==> config.mk <==
export PLATFORM = sky130hd
export DESIGN_NAME = parameter_cc_tx_flat
export DESIGN_NICKNAME = d
export VERILOG_FILES = /design/src/rtl/parameter_cc_tx_pkg.sv /design/src/rtl/parameter_cc_tx_if.sv /design/src/rtl/parameter_cc_tx_cc_pending_arbiter.sv /design/src/rtl/parameter_cc_tx.sv /design/src/flat_wrapper.sv
export SDC_FILE = /design/constraint.sdc
export NUM_CORES = 1
export LEC_CHECK = 0
export ABC_AREA = 1
export CELL_PAD_IN_SITES_DETAIL_PLACEMENT = 1
export CELL_PAD_IN_SITES_GLOBAL_PLACEMENT = 1
export CORE_UTILIZATION = 27
export DETAILED_ROUTE_END_ITERATION = 7
export PLACE_DENSITY = 0.86
export SKIP_CTS_REPAIR_TIMING = 1
export SYNTH_ARGS = -nofsm -noshare
export SYNTH_HDL_FRONTEND = slang
export SYNTH_SLANG_ARGS = --single-unit
==> constraint.sdc <==
create_clock -name clk -period 1.7 [get_ports clk]
set_input_delay 0.51 -clock clk [delete_from_list [all_inputs] [get_ports clk]]
set_output_delay 0.51 -clock clk [all_outputs]
set_load 0.01 [all_outputs]
==> src/rtl/parameter_cc_tx_pkg.sv <==
`default_nettype none
// ============================================================================
// Module      : parameter_cc_tx_pkg
// Description : Shared types and helpers for the synth parameter <-> MIDI CC
//               path: the live parameter register layout, the change-event
//               encoding, the controller-number map and the field selector.
//               The CC decoder uses the same map so both directions agree.
// Revision    : 1.0 - initial release
// ============================================================================
package parameter_cc_tx_pkg;

  localparam logic [3:0] CC_STATUS  = 4'hB;
  localparam int         NUM_PARAMS = 7;

  typedef struct packed {
    logic [7:0] volume;
    logic [7:0] unison_detune;
    logic [7:0] attack_time;
    logic [7:0] decay_time;
    logic [7:0] sustain_level;
    logic [7:0] release_time;
    logic [7:0] duty_cycle;
  } parameter_t;

  // Value i (1..7) maps onto pending-mask bit i-1; lower value = higher priority.
  typedef enum logic [2:0] {
    PARAM_NONE          = 3'd0,
    PARAM_VOLUME        = 3'd1,
    PARAM_UNISON_DETUNE = 3'd2,
    PARAM_ATTACK        = 3'd3,
    PARAM_DECAY         = 3'd4,
    PARAM_SUSTAIN       = 3'd5,
    PARAM_RELEASE       = 3'd6,
    PARAM_DUTY_CYCLE    = 3'd7
  } parameter_change_t;

  typedef enum logic [1:0] {
    ST_IDLE   = 2'd0,
    ST_STATUS = 2'd1,
    ST_CTRL   = 2'd2,
    ST_VALUE  = 2'd3
  } tx_state_t;

  localparam parameter_t DEFAULT_PARAMETERS = '{
    volume:        8'h40,
    unison_detune: 8'h00,
    attack_time:   8'h00,
    decay_time:    8'h00,
    sustain_level: 8'h7F,
    release_time:  8'h00,
    duty_cycle:    8'h40
  };

  function automatic logic [7:0] cc_number(input parameter_change_t sel);
    case (sel)
      PARAM_VOLUME:        cc_number = 8'd7;
      PARAM_UNISON_DETUNE: cc_number = 8'd94;
      PARAM_ATTACK:        cc_number = 8'd73;
      PARAM_DECAY:         cc_number = 8'd75;
      PARAM_SUSTAIN:       cc_number = 8'd70;
      PARAM_RELEASE:       cc_number = 8'd72;
      PARAM_DUTY_CYCLE:    cc_number = 8'd71;
      default:             cc_number = 8'd0;
    endcase
  endfunction

  // Full 8-bit field; the transmitter clears bit 7 before it goes on the wire.
  function automatic logic [7:0] cc_value(input parameter_t p, input parameter_change_t sel);
    case (sel)
      PARAM_VOLUME:        cc_value = p.volume;
      PARAM_UNISON_DETUNE: cc_value = p.unison_detune;
      PARAM_ATTACK:        cc_value = p.attack_time;
      PARAM_DECAY:         cc_value = p.decay_time;
      PARAM_SUSTAIN:       cc_value = p.sustain_level;
      PARAM_RELEASE:       cc_value = p.release_time;
      PARAM_DUTY_CYCLE:    cc_value = p.duty_cycle;
      default:             cc_value = 8'd0;
    endcase
  endfunction

endpackage
`default_nettype wire

==> src/rtl/parameter_cc_tx_if.sv <==
`default_nettype none
// ============================================================================
// Module      : parameter_cc_tx_if
// Description : Byte-stream valid/ready link from the CC transmitter to the
//               MIDI-out UART TX.
//               tx_data  - MIDI byte (master -> slave)
//               tx_valid - byte valid, held stable until accepted
//               tx_ready - slave can accept; transfer on valid && ready
// Revision    : 1.0 - initial release
// ============================================================================
interface parameter_cc_tx_if;
  logic [7:0] tx_data;
  logic       tx_valid;
  logic       tx_ready;

  modport master (output tx_data, output tx_valid, input tx_ready);
  modport slave  (input tx_data, input tx_valid, output tx_ready);
endinterface
`default_nettype wire

==> src/rtl/parameter_cc_tx_cc_pending_arbiter.sv <==
`default_nettype none
// ============================================================================
// Module      : cc_pending_arbiter
// Description : Seven-bit pending mask of parameters awaiting transmission,
//               with lowest-index priority selection.
//   clk, reset - clock, synchronous active-high reset
//   change     - one-cycle change event (PARAM_NONE = none)
//   dump       - one-cycle request to mark every parameter pending
//   take       - consumer takes the current selection this cycle
//   pending    - at least one parameter pending
//   sel        - highest-priority pending parameter (valid when pending)
// Revision    : 1.0 - initial release
// ============================================================================
module cc_pending_arbiter
  import parameter_cc_tx_pkg::*;
(
  input  wire logic              clk,
  input  wire logic              reset,
  input  parameter_change_t      change,
  input  wire logic              dump,
  input  wire logic              take,
  output logic                   pending,
  output parameter_change_t      sel
);

  logic [NUM_PARAMS-1:0] r_mask;
  logic [NUM_PARAMS-1:0] w_set;
  logic [NUM_PARAMS-1:0] w_lowest;
  logic [NUM_PARAMS-1:0] w_clear;

  always_comb begin
    w_set = '0;
    if (dump) begin
      w_set = '1;
    end
    if (change != PARAM_NONE) begin
      w_set[3'(change) - 3'd1] = 1'b1;
    end
  end

  // Isolate the lowest set bit as a one-hot clear vector.
  assign w_lowest = r_mask & (~r_mask + 7'd1);
  assign w_clear  = take ? w_lowest : '0;
  assign pending  = |r_mask;

  always_comb begin
    sel = PARAM_NONE;
    for (int i = NUM_PARAMS - 1; i >= 0; i--) begin
      if (r_mask[i]) begin
        sel = parameter_change_t'(3'(i + 1));
      end
    end
  end

  // Sets are applied after the clear so a re-trigger in the selection cycle
  // keeps the parameter pending for another message.
  always_ff @(posedge clk) begin
    if (reset) begin
      r_mask <= '0;
    end else begin
      r_mask <= (r_mask & ~w_clear) | w_set;
    end
  end

endmodule
`default_nettype wire

==> src/rtl/parameter_cc_tx.sv <==
`default_nettype none
// ============================================================================
// Module      : parameter_cc_tx
// Description : Converts parameter change events into MIDI Control Change
//               messages (status, controller, value) on a valid/ready byte
//               stream for the MIDI-out UART.
//   clk, reset - clock, synchronous active-high reset
//   parameters - live parameter register, sampled when a message is chosen
//   change     - one-cycle change event (PARAM_NONE = none)
//   dump       - one-cycle request to queue all seven parameters
//   tx         - byte stream (tx_data / tx_valid / tx_ready), master side
//   busy       - a message is pending or in flight
// Build option: MIDI_RUNNING_STATUS_EN - omit the status byte when it equals
//   the last status byte sent (cleared by reset).
// Revision    : 1.0 - initial release
// ============================================================================
module parameter_cc_tx
  import parameter_cc_tx_pkg::*;
#(
  parameter logic [3:0] CHANNEL = 4'd0
)(
  input  wire logic              clk,
  input  wire logic              reset,
  input  parameter_t             parameters,
  input  parameter_change_t      change,
  input  wire logic              dump,
  parameter_cc_tx_if.master      tx,
  output logic                   busy
);

  localparam logic [7:0] C_STATUS_BYTE = {CC_STATUS, CHANNEL};

  tx_state_t         r_state, w_state;
  logic [7:0]        r_tx_data, w_tx_data;
  logic              r_tx_valid, w_tx_valid;
  logic [7:0]        r_ctrl, w_ctrl;
  logic [7:0]        r_value, w_value;
  logic              w_take;
  logic              w_xfer;
  logic              w_pending;
  parameter_change_t w_sel;
`ifdef MIDI_RUNNING_STATUS_EN
  logic [7:0]        r_last_status, w_last_status;
`endif

  cc_pending_arbiter u_arbiter (
    .clk     (clk),
    .reset   (reset),
    .change  (change),
    .dump    (dump),
    .take    (w_take),
    .pending (w_pending),
    .sel     (w_sel)
  );

  assign w_xfer      = r_tx_valid && tx.tx_ready;
  assign tx.tx_data  = r_tx_data;
  assign tx.tx_valid = r_tx_valid;
  assign busy        = w_pending || (r_state != ST_IDLE);

  always_comb begin
    w_state    = r_state;
    w_tx_data  = r_tx_data;
    w_tx_valid = r_tx_valid;
    w_ctrl     = r_ctrl;
    w_value    = r_value;
    w_take     = 1'b0;
`ifdef MIDI_RUNNING_STATUS_EN
    w_last_status = r_last_status;
`endif
    case (r_state)
      ST_IDLE: begin
        if (w_pending) begin
          // Value captured here; later edits arrive as their own change events.
          w_take     = 1'b1;
          w_ctrl     = cc_number(w_sel);
          w_value    = cc_value(parameters, w_sel) & 8'h7F;
          w_tx_valid = 1'b1;
`ifdef MIDI_RUNNING_STATUS_EN
          if (r_last_status == C_STATUS_BYTE) begin
            w_tx_data = w_ctrl;
            w_state   = ST_CTRL;
          end else begin
            w_tx_data = C_STATUS_BYTE;
            w_state   = ST_STATUS;
          end
`else
          w_tx_data = C_STATUS_BYTE;
          w_state   = ST_STATUS;
`endif
        end
      end
      ST_STATUS: begin
        if (w_xfer) begin
`ifdef MIDI_RUNNING_STATUS_EN
          w_last_status = r_tx_data;
`endif
          w_tx_data = r_ctrl;
          w_state   = ST_CTRL;
        end
      end
      ST_CTRL: begin
        if (w_xfer) begin
          w_tx_data = r_value;
          w_state   = ST_VALUE;
        end
      end
      ST_VALUE: begin
        // Returning to IDLE guarantees one dead cycle between messages.
        if (w_xfer) begin
          w_tx_valid = 1'b0;
          w_state    = ST_IDLE;
        end
      end
      default: begin
        w_tx_valid = 1'b0;
        w_state    = ST_IDLE;
      end
    endcase
  end

  always_ff @(posedge clk) begin
    if (reset) begin
      r_state    <= ST_IDLE;
      r_tx_data  <= 8'h00;
      r_tx_valid <= 1'b0;
      r_ctrl     <= 8'h00;
      r_value    <= 8'h00;
`ifdef MIDI_RUNNING_STATUS_EN
      r_last_status <= 8'h00;
`endif
    end else begin
      r_state    <= w_state;
      r_tx_data  <= w_tx_data;
      r_tx_valid <= w_tx_valid;
      r_ctrl     <= w_ctrl;
      r_value    <= w_value;
`ifdef MIDI_RUNNING_STATUS_EN
      r_last_status <= w_last_status;
`endif
    end
  end

endmodule
`default_nettype wire
==> src/flat_wrapper.sv <==
// flat-port wrapper written by rule: the top's interface ports become plain ports
module parameter_cc_tx_flat import parameter_cc_tx_pkg::*;
#(
  parameter logic [3:0] CHANNEL = 4'd0
)
  (clk, reset, parameters, change, dump, busy, tx_tx_data, tx_tx_valid, tx_tx_ready);
  parameter_cc_tx_if tx_i ();
  input  wire logic clk;
  input  wire logic reset;
  input  parameter_t parameters;
  input  parameter_change_t change;
  input  wire logic dump;
  output logic busy;
  output wire logic [$bits(tx_i.tx_data)-1:0] tx_tx_data;
  output wire logic [$bits(tx_i.tx_valid)-1:0] tx_tx_valid;
  input wire logic [$bits(tx_i.tx_ready)-1:0] tx_tx_ready;
  assign tx_tx_data = tx_i.tx_data;
  assign tx_tx_valid = tx_i.tx_valid;
  assign tx_i.tx_ready = tx_tx_ready;
  parameter_cc_tx #(.CHANNEL(CHANNEL)) u_core (.clk(clk), .reset(reset), .parameters(parameters), .change(change), .dump(dump), .tx(tx_i), .busy(busy));
endmodule
==> summary.md, run 1 <==
| Metric | Value |
|---|---|
| Die area | slightly below 8000 µm² |
| Total GRT Usage | between 10% and 20% |
| Final Wtd Congestion | 0.8248 |
| Worst-Skew Late Latency | roughly 0.29 ns |
| Largest fanout on the critical path | 2 |
| Worst Path Buf+Inv | 1 |
| Die X | between 80 and 90 µm |
| Clock-pin slew on the worst setup and hold paths | around 0.070 ns |
| Min-Delay Path Class | reg2reg |
| CTS HTree Levels | 2 |
| P_leak | 0.001554 µW |
| Outcome | finished, final reports clean |
| Synth Net Count | 381 |
| Reg area | about 620 µm² |
| First-pass GRT wire length | around 11 mm |
| CP delay by family, top | buffers and inverters |
| Final Critical Period | 1.668 ns |
| Post-synthesis sequential area ratio | a little under a third |
| Crit-path max cell delay | 0.54 ns |
| IO Count | between 70 and 80 |
| Worst setup path class | reg2out |
| Clock skew | between 0.009 and 0.01 ns |
| Post-synth EDFFs | 0 |
| Slew margin rel. | 73.23% |
| CTS Root Cell | clkbuf_8 |
| Crit path cell chain | clkdlybuf4s50_1 |
| Worst hold margin | 0.4640 ns |
| CP Depth | 1 |
| DR DRC count | 0 |
| Vias | approximately 2400 |
| # fillers | around 940 |
| HPWL after detailed placement | approximately 5.4 mm |
| Fin. max-slew vios | 0 |
| Hold path depth | 2 |
| Initial antenna violation count | 0 |
| Unrepaired setup endpoints after global routing | yes |
| Hold Vio Cnt, Final | 0 |
| Met3 wire length | 262 µm |
| Power density cells | 1108 nW/µm² |
| Vias/cell | around 4.7 |
| Met1 Wirelength | between 2 and 3 mm |
| Port Buffer Count | 65 |
| Yosys warnings | 0 |
| Least-Margin Pin Slew | around 0.40 ns |
| Clock sink count | 31 |
| Total iterations of the first detailed-routing run | 4 |
| Antenna-violating nets left | 0 |
| Top sig layer | met4 |
| Core ar. | approximately 7300 µm² |
| Endpoint arrival time on the critical path | around 1.2 ns |
| FP Rows | 31 |
| Fin nets | 473 |
| Worst reg2reg path depth | 9 |
| Vias in the first global route | 2461 |
| Register bit total from synthesis | 31 |
| Worst setup SP type | flip-flop |
| Multi-input combinational cell area | ~1200 µm² |
| Ranking of synthesized cells by area | dfxtp_1 (31%), nand2_1 (15%), inv_1 (7.0%) |
| Tcrit/Tclk final | between 90% and 100% |
| Async SR Flop Fraction | 0% |
| Routed len/inst | 13.53 µm |
| Overflow after GRT | 0 |
| Largest net degree at the start of global routing | 16 |
| CP Data Required Time | around 1.2 ns |
| Max Fclk | 599.3 MHz |
| Wire length on met2 | 3.609 mm |
| Layout cells sized above 1 | 17.82% |
| Post-synthesis cell area | 2027 µm² |
| CTS buffer count | 5 |
| Starting density of the core | between 20% and 30% |
| Setup Viol. Count Final | 0 |
| Post-synth top area share | between 30% and 40% |
| Area leader, netlist | dfxtp_1 |
| Netlist cell types | 31 |
| Maximum vdd drop | around 360 µV |
| Slowest CP cell | clkdlybuf4s50_1 |
| Clk buf depth | 2 |
| Post-Syn Instances | a little over 300 |
| Diodes inserted | 0 |
| Commonest non-fill, non-tap cell in the layout | nand2_1 |
| Post-layout util | a little over two fifths |
| Post-Route WL | 6.804 mm |
| Starting DRT DRC Count | 54 |
| TritonCTS clock tree | yes |
| Max-Cap Viols | 0 |
| Top FF cell, synth | dfxtp_1 |
| Die Ht | between 80 and 90 µm |
| Mapped Avg Cell Area | around 6.5 µm² |
| CP endpoint kind | output port |
| Commonest cells after routing, fill and taps aside | nand2_1 (79), clkdlybuf4s50_1 (56), inv_1 (35) |
| Area grow syn2layout | 55.12% |
-- per-layer routing --
layer / global-route usage [%] / vias to the layer above
met5: 0 / -
met2: 34.90 / 51
met4: 6.598 / 0
met1: 19.32 / 1135
li1: - / 1182
met3: 1.959 / 12
-- kinds of logic (layout without fill, tap and decap cells) --
logic type / count (synthesis) / count (layout) / synth area share, %
adders and majority gates: 7 / 7 / 4.321
xor gates and xnor gates: 1 / 1 / 0.4322
and+or+nand+nor: 173 / 173 / 39.69
buffers and inverters: 51 / 144 / 10.93
AOI/OAI and AO/OA: 48 / 48 / 14.01
DFF: 31 / 31 / 30.62
-- synthesized netlist by cell type, types with 2 or more instances --
master    count
clkbuf_1      3
a21oi_1      27
dfxtp_1      31
ha_1          7
o21ai_0       8
buf_6         3
inv_1        38
nand2_1      80
nand2_2       3
nand2_4       3
nor3_1        2
buf_2         5
nand4_1      11
nor2_4        2
nor2_1       37
nand3_1      27
nor2_2        5
a31oi_1       3
a22o_1        4
-- stage by stage --
| stage | power (µW) | TNS, ns | setup slack, ns | cell area, µm² | cells |
|---|---|---|---|---|---|
| floorplan | 2073 | 0 | 0.1473 | 2027 | 311 |
| global placement | 2668 | -2.081 | -0.2121 | 2942 | 492 |
| finish | 3485 | 0 | 0.03151 | 3144 | 503 |
| global route | 3733 | -0.07015 | -0.04187 | 3144 | 503 |
| detailed placement | 2755 | -2.860 | -0.2827 | 2942 | 492 |
| CTS | 3425 | -0.4144 | -0.3868 | 3045 | 500 |
-- state kept, by name, indices dropped and copies added (netlist names) --
name and cells:
u_core.r_ctrl 6, u_core.r_state 2, u_core.r_value 7, u_core.tx.tx_data 8
u_core.tx.tx_valid 1, u_core.u_arbiter.r_mask 7
-- worst min-delay path, delay by kind of cell, from the launching register on --
kind / cells / cell delay (ns)
flip-flops: 1 / 0.31
AO/OA/AOI/OAI: 1 / 0.05
AND/OR/NAND/NOR: 1 / 0.06
-- final timing paths --
path	end	startpoint	slack (ns)
worst max register to register	u_core.tx.tx_data[5]$_SDFFE_PP0P_	u_core.r_state[1]$_SDFFE_PP0P_	0.11
worst max-delay path	tx_tx_data[4]	u_core.tx.tx_data[4]$_SDFFE_PP0P_	0.03
worst min-delay path	u_core.tx.tx_data[3]$_SDFFE_PP0P_	u_core.tx.tx_data[3]$_SDFFE_PP0P_	0.46
worst min register to register	u_core.tx.tx_data[3]$_SDFFE_PP0P_	u_core.tx.tx_data[3]$_SDFFE_PP0P_	0.46
-- where the power goes --
group / switching, µW / internal (µW) / total, µW / leakage, µW
clock network: 292 / 368 / 660 / 0.0000505
logic: 1010 / 813 / 1820 / 0.00125
registers: 99.0 / 904 / 1000 / 0.000256
-- cell type report --
| type | count | area share [%] |
|---|---|---|
| multi-input cells | 229 | 39.63 |
| repair buffers | 96 | 28.57 |
| flip-flops and latches | 31 | 19.74 |
| inverters | 40 | 4.815 |
| well taps | 99 | 3.940 |
| clock buffers | 7 | 3.064 |
| clock inverters | 1 | 0.2388 |
Power figures use the tool's default switching activity.
==> run 2, diff against run 1 <==
CAP_MARGIN = 20   (was not set)
CORE_MARGIN = 8   (was not set)
==> run 2 against run 1 <==
Net effect:
- total power up 1.4%
- global-route usage down 3.5 points
- clock skew down 0.0050 ns
- count of clock-buffer cells in the layout down 1
- final cell count unchanged
- cell area up 1.3%
- clock power down 11%
- highest routed layer unchanged
==> summary.md, run 2 (synthesized netlist as in run 1, its figures left out) <==
| Metric | Value |
|---|---|
| Slew margin rel. | 72.42% (was 73.23%) |
| CTS HTree Levels | 2 (unchanged) |
| Net Sw Frac | 41.49% (was 40.17%) |
| Vias | 2406 (was 2380) |
| Initial antenna violation count | 0 (unchanged) |
| Final Critical Period | 1.652 ns (was 1.668 ns) |
| Min-Delay Path Class | reg2reg (unchanged) |
| P_leak | 0.001585 µW (was 0.001554 µW) |
| Port Buffer Count | 65 (unchanged) |
| IO Count | 73 (unchanged) |
| CTS buffer count | 5 (unchanged) |
| NetSw | 1466 µW (was 1400 µW) |
| Power density cells | 1110 nW/µm² (was 1108 nW/µm²) |
| Vias in the first global route | 2574 (was 2461) |
| Routed len/inst | 15.35 µm (was 13.53 µm) |
| CP Data Required Time | 1.19 ns (about the same) |
| HPWL after detailed placement | 5.794 mm (was 5.388 mm) |
| Commonest non-fill, non-tap cell in the layout | nand2_1 (unchanged) |
| Max-Cap Viols | 0 (unchanged) |
| Outcome | finished, final reports clean (unchanged) |
| Hold Vio Cnt, Final | 0 (unchanged) |
| Core ar. | 7253 µm² (unchanged) |
| Least-Margin Pin Slew | 0.4132 ns (was 0.4012 ns) |
| Total iterations of the first detailed-routing run | 4 (unchanged) |
| Die area | 10540 µm² (was 7858 µm²) |
| Clock power frac | 16.6% (was 18.9%) |
| DR DRC count | 0 (unchanged) |
| Largest fanout on the critical path | 2 (unchanged) |
| Tcrit/Tclk final | 97.16% (was 98.15%) |
| Clock-pin slew on the worst setup and hold paths | 0.06 ns (was 0.07 ns) |
| TritonCTS clock tree | yes (unchanged) |
| Starting density of the core | 27.95% (unchanged) |
| Layout cells sized above 1 | 22.03% (was 17.82%) |
| Worst-Skew Late Latency | 0.28 ns (was 0.29 ns) |
| FP Rows | 31 (unchanged) |
| Reg2reg setup slack | 0.05 ns (was 0.11 ns) |
| Post-Route WL | 7.719 mm (was 6.804 mm) |
| Overflow after GRT | 0 (unchanged) |
| Worst setup SP type | flip-flop (unchanged) |
| Final Wtd Congestion | 0.8177 (was 0.8248) |
| Int Pwr | 2068 µW (was 2085 µW) |
| Max FFs per register | 8 (unchanged) |
| Area grow syn2layout | 57.16% (was 55.12%) |
| Largest net degree at the start of global routing | 16 (unchanged) |
| Clock skew | 0.004905 ns (was 0.009892 ns) |
| Reg power frac | 28.8% (about the same) |
| Diodes inserted | 0 (unchanged) |
| Fin nets | 474 (was 473) |
| Die Ht | 102.6 µm (was 88.65 µm) |
| Endpoint arrival time on the critical path | 1.14 ns (was 1.16 ns) |
| Vias/cell | 4.783 (was 4.732) |
| Fin Setup TNS | 0 ns (unchanged) |
| Total GRT Usage | 14.25% (was 17.76%) |
| Maximum vdd drop | 419.8 µV (was 355.0 µV) |
| Max Fclk | 605.4 MHz (was 599.3 MHz) |
| Setup Viol. Count Final | 0 (unchanged) |
| Reg area | 623.1 µm² (was 620.6 µm²) |
| Die X | 102.6 µm (was 88.65 µm) |
| First-pass GRT wire length | 11.90 mm (was 10.83 mm) |
| Dpl ws | -0.3126 ns (was -0.2827 ns) |
| Unrepaired setup endpoints after global routing | yes (unchanged) |
| CTS Root Cell | clkbuf_8 (unchanged) |
| Starting DRT DRC Count | 59 (was 54) |
| Multi-input combinational cell area | 1286 µm² (was 1246 µm²) |
| Commonest cells after routing, fill and taps aside | nand2_1 (75), clkdlybuf4s50_1 (53), nor2_1 (34) (was nand2_1 (79), clkdlybuf4s50_1 (56), inv_1 (35)) |
| Clk buf depth | 2 (unchanged) |
| Worst setup path class | reg2out (unchanged) |
| Clock sink count | 31 (unchanged) |
| Final worst setup slack | 0.04820 ns (was 0.03151 ns) |
| Fin. max-slew vios | 0 (unchanged) |
| CP endpoint kind | output port (unchanged) |
| # fillers | 937 (was 943) |
| Antenna-violating nets left | 0 (unchanged) |
| Combinational share of power | 54.6% (was 52.3%) |
run 2: cell types whose count changed in the layout (fill, tap and decap cells not counted), sizes merged:
cell,change
clkinvlp,-1
buf,+1
clkdlybuf4s50,-3
clkinv,+1
clkbuf,-1
dlymetal6s2s,+3
run 2: final timing paths:
path,startpoint,to,cells after the start
worst max-delay path,u_core.u_arbiter.r_mask[0]$_SDFF_PP0_,busy,6
worst min-delay path,u_core.tx.tx_data[5]$_SDFFE_PP0P_,u_core.tx.tx_data[5]$_SDFFE_PP0P_,2
worst max register to register,u_core.r_state[1]$_SDFFE_PP0P_,u_core.tx.tx_data[3]$_SDFFE_PP0P_,9
worst min register to register,u_core.tx.tx_data[5]$_SDFFE_PP0P_,u_core.tx.tx_data[5]$_SDFFE_PP0P_,2
run 2: final cells by class:
class / count / share of cell area (%)
clock inverters: 1 / 0.1571
inverters: 40 / 4.753
clock buffers: 6 / 2.592
multi-input cells: 229 / 40.38
well taps: 99 / 3.888
flip-flops and latches: 31 / 19.56
repair buffers: 97 / 28.67
run 2: stage by stage:
| step | hold WS, ns | cell area [µm²] | std cells | power, µW | util, % |
|---|---|---|---|---|---|
| after detailed placement | 0.4611 | 2934 | 491 | 2753 | 40.45 |
| final | 0.4627 | 3186 | 503 | 3534 | 43.92 |
| after CTS | 0.4713 | 3022 | 498 | 3372 | 41.66 |
| after global routing | 0.4919 | 3186 | 503 | 3800 | 43.92 |
| after global placement | 0.4540 | 2934 | 491 | 2666 | 40.45 |
| after floorplan | 0.4382 | 2027 | 311 | 2073 | - |
run 2: power groups by stage:
stage | registers, µW | logic, µW | clock network [µW]
finish | 1020 | 1930 | 587
global route | 1040 | 2120 | 639
CTS | 1010 | 1760 | 605
detailed placement | 1020 | 1730 | 0
global placement | 1010 | 1660 | 0
floorplan | 1030 | 1040 | 0
run 2: worst max-delay path, stage by stage (launching register included):
cell and delay, ns:
dfxtp_1 0.33, nor2_4 0.14, nand2_4 0.06, clkinv_2 0.07
nand2_2 0.06, nand3_4 0.06, clkbuf_2 0.13
run 2: layer usage:
metal / wire length [µm] / vias to the layer above / track usage [%]
met2: 4253 / 47 / 27.77
li1: - / 1186 / -
met3: 276 / 14 / 2.296
met5: 0 / - / 0
met1: 3001 / 1159 / 15.10
met4: 189 / 0 / 4.402
